`src/rtl/stage_sequencer_if.sv`:
```
// stage_sequencer_if: control and status bundle between a pipeline controller and the stage sequencer
// master: drives run/step/halt_req/stall, observes enables, phase, halted and counters
// slave : the sequencer side of the same signals
interface stage_sequencer_if #(parameter int CNT_W = 32);
   logic             run;
   logic             step;
   logic             halt_req;
   logic             stall;
   logic             en_fe;
   logic             en_dc;
   logic             en_ex;
   logic             en_wb;
   logic [1:0]       phase;
   logic             halted;
   logic [CNT_W-1:0] instr_count;
   logic [CNT_W-1:0] cycle_count;
   modport master (
      output run, step, halt_req, stall,
      input  en_fe, en_dc, en_ex, en_wb, phase, halted, instr_count, cycle_count
   );
   modport slave (
      input  run, step, halt_req, stall,
      output en_fe, en_dc, en_ex, en_wb, phase, halted, instr_count, cycle_count
   );
endinterface

```
`src/rtl/stage_sequencer.sv`:
```
// stage_sequencer: one-hot FE/DC/EX/WB stage enables with run/halt, single-step, stall and retire counting
// clk, rst : clock and synchronous active-high reset
// bus      : slave side of stage_sequencer_if (run/step/halt_req/stall in; enables, phase, halted, counters out)
// STAGE_SEQ_CYCLE_COUNT_EN: when defined, builds the active-cycle counter; otherwise cycle_count is 0
module stage_sequencer #(
   parameter int CNT_W    = 32,
   parameter int AUTO_RUN = 1
) (
   input logic              clk,
   input logic              rst,
   stage_sequencer_if.slave bus
);
   typedef enum logic [1:0] {HALTED, RUN, STEP} state_t;
   state_t           state_q, state_d;
   logic [1:0]       phase_q, phase_d;
   logic             hp_q, hp_d;
   logic [CNT_W-1:0] icnt_q, icnt_d;
   logic             active;
   always_comb begin
      active  = (state_q != HALTED) && !bus.stall;
      state_d = state_q;
      phase_d = phase_q;
      hp_d    = hp_q;
      icnt_d  = icnt_q;
      if (state_q == HALTED) begin
         state_d = bus.run ? RUN : bus.step ? STEP : HALTED;
      end else begin
         if (bus.halt_req) hp_d = 1'b1;
         if (active) phase_d = phase_q + 2'd1;
         // retire: the WB enable ends the instruction and is the only exit to HALTED
         if (active && phase_q == 2'd3) begin
            icnt_d = icnt_q + CNT_W'(1);
            if (state_q == STEP || hp_q || bus.halt_req) begin
               state_d = HALTED;
               hp_d    = 1'b0;
            end
         end
      end
   end
   always_ff @(posedge clk) begin
      if (rst) begin
         state_q <= (AUTO_RUN != 0) ? RUN : HALTED;
         phase_q <= 2'd0;
         hp_q    <= 1'b0;
         icnt_q  <= '0;
      end else begin
         state_q <= state_d;
         phase_q <= phase_d;
         hp_q    <= hp_d;
         icnt_q  <= icnt_d;
      end
   end
`ifdef STAGE_SEQ_CYCLE_COUNT_EN
   logic [CNT_W-1:0] ccnt_q;
   // counts every non-halted edge, stalled ones included
   always_ff @(posedge clk) begin
      if (rst) ccnt_q <= '0;
      else if (state_q != HALTED) ccnt_q <= ccnt_q + CNT_W'(1);
   end
   assign bus.cycle_count = ccnt_q;
`else
   assign bus.cycle_count = '0;
`endif
   assign bus.en_fe       = active && phase_q == 2'd0;
   assign bus.en_dc       = active && phase_q == 2'd1;
   assign bus.en_ex       = active && phase_q == 2'd2;
   assign bus.en_wb       = active && phase_q == 2'd3;
   assign bus.phase       = phase_q;
   assign bus.halted      = state_q == HALTED;
   assign bus.instr_count = icnt_q;
endmodule

```
`src/flat_wrapper.sv`:
```
// flat-port wrapper written by rule: the top's interface ports become plain ports
module stage_sequencer_flat 
#(
   parameter int CNT_W    = 32,
   parameter int AUTO_RUN = 1
)
  (clk, rst, bus_run, bus_step, bus_halt_req, bus_stall, bus_en_fe, bus_en_dc, bus_en_ex, bus_en_wb, bus_phase, bus_halted, bus_instr_count, bus_cycle_count);
  stage_sequencer_if #(.CNT_W(CNT_W)) bus_i ();
  input logic clk;
  input logic rst;
  input wire logic [$bits(bus_i.run)-1:0] bus_run;
  input wire logic [$bits(bus_i.step)-1:0] bus_step;
  input wire logic [$bits(bus_i.halt_req)-1:0] bus_halt_req;
  input wire logic [$bits(bus_i.stall)-1:0] bus_stall;
  output wire logic [$bits(bus_i.en_fe)-1:0] bus_en_fe;
  output wire logic [$bits(bus_i.en_dc)-1:0] bus_en_dc;
  output wire logic [$bits(bus_i.en_ex)-1:0] bus_en_ex;
  output wire logic [$bits(bus_i.en_wb)-1:0] bus_en_wb;
  output wire logic [$bits(bus_i.phase)-1:0] bus_phase;
  output wire logic [$bits(bus_i.halted)-1:0] bus_halted;
  output wire logic [$bits(bus_i.instr_count)-1:0] bus_instr_count;
  output wire logic [$bits(bus_i.cycle_count)-1:0] bus_cycle_count;
  assign bus_i.run = bus_run;
  assign bus_i.step = bus_step;
  assign bus_i.halt_req = bus_halt_req;
  assign bus_i.stall = bus_stall;
  assign bus_en_fe = bus_i.en_fe;
  assign bus_en_dc = bus_i.en_dc;
  assign bus_en_ex = bus_i.en_ex;
  assign bus_en_wb = bus_i.en_wb;
  assign bus_phase = bus_i.phase;
  assign bus_halted = bus_i.halted;
  assign bus_instr_count = bus_i.instr_count;
  assign bus_cycle_count = bus_i.cycle_count;
  stage_sequencer #(.CNT_W(CNT_W), .AUTO_RUN(AUTO_RUN)) u_core (.clk(clk), .rst(rst), .bus(bus_i));
endmodule
```
`config.mk`:
```
export PLATFORM = sky130hd
export DESIGN_NAME = stage_sequencer_flat
export DESIGN_NICKNAME = d
export VERILOG_FILES = /design/src/rtl/stage_sequencer_if.sv /design/src/rtl/stage_sequencer.sv /design/src/flat_wrapper.sv
export SDC_FILE = /design/constraint.sdc
export NUM_CORES = 1
export LEC_CHECK = 0
export CORE_ASPECT_RATIO = 1.5
export CORE_MARGIN = 2
export CORE_UTILIZATION = 40
export CTS_CLUSTER_SIZE = 28
export DETAILED_ROUTE_END_ITERATION = 6
export PLACE_DENSITY = 0.86
export SYNTH_ARGS = -nofsm -noshare
export SYNTH_HDL_FRONTEND = slang
export SYNTH_SLANG_ARGS = --single-unit
```
`constraint.sdc`:
```
create_clock -name clk -period 2.2 [get_ports clk]
set_clock_uncertainty 0.15 [all_clocks]
set_input_delay 0.22 -clock clk [delete_from_list [all_inputs] [get_ports clk]]
set_output_delay 0.22 -clock clk [all_outputs]
set_load 0.02 [all_outputs]
```
==> results.md <==
* Die height at roughly 93 um
* Count leader, synth: dfxtp_1
* WL final at around 5000 um
* CP max stage delay at 650 ps
* Buf/Inv on CP at 0
* Largest net degree at the start of global routing at 35
* Status: finished clean
* Worst-case clock buffer depth at 2
* Global-route usage over all layers at 17.46%
* Synth top cells by count: dfxtp_1, buf_4, a21oi_1, nor2_1
* Crit. End Element: flop
* Post-route insts no fill at just under 400
* Peak supply drop at between 0.4 and 0.5 mV
* Final min period at 2169 ps
* Number of max-cap violations at 0
* Row count at 32
* DRT antenna net count at 0
* Final Instance Area at roughly 2800 um^2
* Yosys cell types at 38
* Class of the worst hold path: reg -> reg
* CTS tree: done
* Clk sink count at 37
* Placed cell area at ~2700 um^2
* Fin crit share at 98.59%
* CTS clock-pin slew for the worst setup and hold paths at ~70 ps
* Final Hold Vio Count at 0
* Max-slew violation count at 0
* Synth Instances at 254
* Setup violations, final at 0
* Top cells by area, synth: dfxtp_1, buf_4, o31ai_1
* Critical setup path kind: reg -> reg
* Startpoint Class: flop
* Diodes inserted at 0
* Worst path arrival time at between 2000 and 2500 ps
* Drt drc at 0
* Area share of the largest cell type after synthesis at between 30% and 40%
* Initial antenna violation count at 0
* Worst Min Path Start: u_core.bus.instr_count[13]
* CP max FO at 27
* Synth Cell Area at between 2000 and 2500 um^2
* Global-route wire length before repair at approximately 8300 um
* Crit-path leading delay family: simple AND/OR/NAND/NOR gates
* Worst flop-to-flop path startpoint: u_core.bus.instr_count[11]
* Share of post-route cells with drive strength above 1 at between 15 and 20%
* Nets at around 330
* RSZ-0062 raised after global routing: true
* Placer congestion estimate at roughly 0.84
* Yosys warns at 0
* Synth async-reset ratio at 0%
* Commonest register cell after synthesis: dfxtp_1
* Number of synthesized flops with an enable pin at 0
* Initial core utilization at between 40% and 50%
* Initial DRT Pass Iterations at 4
* Die footprint at ~6000 um^2
* IO buf count at 44
* Fmax at 0.4611 GHz
* Pwr per Cell Area at between 400 and 500 nW/um^2
* Core ar. at between 5000 and 6000 um^2
* Seq/Total Area, Yosys at 34.70%
* Vias/cell at 5.256
* Root buf cell: clkbuf_8
* Leak at about 1.0 nW
* Vias in the first global route at 1909
* Worst hold path depth at 2
* Post-Place Cells at about 380
* Mean post-synth cell area at between 8 and 9 um^2
* Num CTS Buffers at 5
* Hold Path Sink: u_core.bus.instr_count[13]
* Crit-path cells: nand4_1, or4_4, nor4_1, mux2_2
* Reg2Reg Capture Point: u_core.bus.instr_count[25]
* FF-to-FF path depth at 4
* Avg WL per Cell at between 10 and 15 um
* WP data required at approximately 2200 ps
* Worst slew pin tran at around 510 ps
* Slew headroom at 65.45%
* Number of DRC markers in iteration 0 at 59
* Total congestion overflow at 0
* Worst-Skew Late Latency at ~290 ps
* P&R area growth vs syn at 30.66%
* Synth Register Bits at 37
* Worst path slowest cell: or4_4
* Post-detail-place hpwl at 3768 um
* Dominant cell type by area after synthesis: dfxtp_1
* H-Tree Depth at 2
* CTS Hold Bufs at 0
* DR vias at 2029
* Die X-Extent at ~64 um
* I/O pin count at 77
* Worst R2R Setup Slack at 30 ps
sequential cells by signal (all words and copies together), names as in the netlist:
register and cells:
u_core.bus.instr_count 32, u_core.bus.phase 2, u_core.state_q 2, u_core.hp_q 1
layout make-up:
class / count / area, um^2
clock inverter: 1 / 3.754
timing repair buffer: 69 / 630.6
tap: 68 / 85.08
fill: 485 / 2376
sequential: 37 / 772.0
inverter: 10 / 37.54
multi-input combinational: 194 / 1184
clock buffer: 7 / 76.32
layout by cell type, fill, tap and decap left out, types with 11 or more instances in the layout:
cell type / n
nand2_1: 11
or4_1: 13
clkdlybuf4s50_1: 43
a21oi_1: 20
o31ai_1: 14
conb_1: 32
nor2_1: 17
buf_4: 25
dfxtp_1: 26
nand3_1: 11
cells by family (layout without fill, tap and decap cells):
logic type / count (synthesis) / in the layout / synth area share, %
AOI/OAI and AO/OA: 43 / 43 / 12.31
xor gates and xnor gates: 10 / 10 / 4.103
adders and majority gates: 5 / 5 / 2.931
buffers and inverters: 54 / 87 / 15.88
DFF: 37 / 37 / 34.70
muxes: 6 / 6 / 3.165
other: 1 / 32 / 0.1757
and+or+nand+nor: 98 / 98 / 26.73
power by group:
part,leakage (nW),internal [mW],switching (mW)
registers,0.306,0.668,0.00586
logic,0.676,0.0447,0.0950
clock network,0.0399,0.220,0.231
total,1.02,0.933,0.332
routing by layer:
metal	global-route usage, %	wire [um]	share of wire (%)	vias to the layer above
met1	17.14	1915	38	961
met4	8.333	111	2.2	0
met3	4.091	276	5.5	14
li1	-	-	-	972
met5	0	0	0	-
met2	33.60	2730	54	82
worst min-delay path, stage by stage (launching register included):
cell     delay (ps)
dfxtp_2         340
o31ai_1          60
a21oi_1          60
metrics by stage:
step	hold slack, ps	power, mW	TNS, ps	utilization, %	setup WS [ps]
final	341.3	1.265	0	54.00	31.04
after CTS	342.9	1.269	0	53.63	1.697
after global placement	317.3	0.8234	-291.1	52.08	-76.71
after detailed placement	334.5	0.8269	-530.6	52.08	-149.2
after global routing	362.7	1.312	-115.4	54.00	-36.28
after floorplan	209.7	0.8250	0	-	4.851
how the worst max path moves through the flow:
stage                                     from                    endpoint  slack (ps)  cells after the start
global placement                     bus_stall  u_core.bus.instr_count[30]         -80                      5
floorplan                  u_core.bus.phase[1]  u_core.bus.instr_count[24]           5                      6
CTS                        u_core.bus.phase[0]  u_core.bus.instr_count[30]           2                      5
global route        u_core.bus.instr_count[11]  u_core.bus.instr_count[27]         -40                      4
finish              u_core.bus.instr_count[11]  u_core.bus.instr_count[25]          30                      4
detailed placement                   bus_stall  u_core.bus.instr_count[30]        -150                      5
repair_timing:
action                     4_1_cts  5_1_grt
setup endpoints to repair        0       14
resized for setup                0        6
setup buffers                    0        0
(Power assumes the default switching activity.)
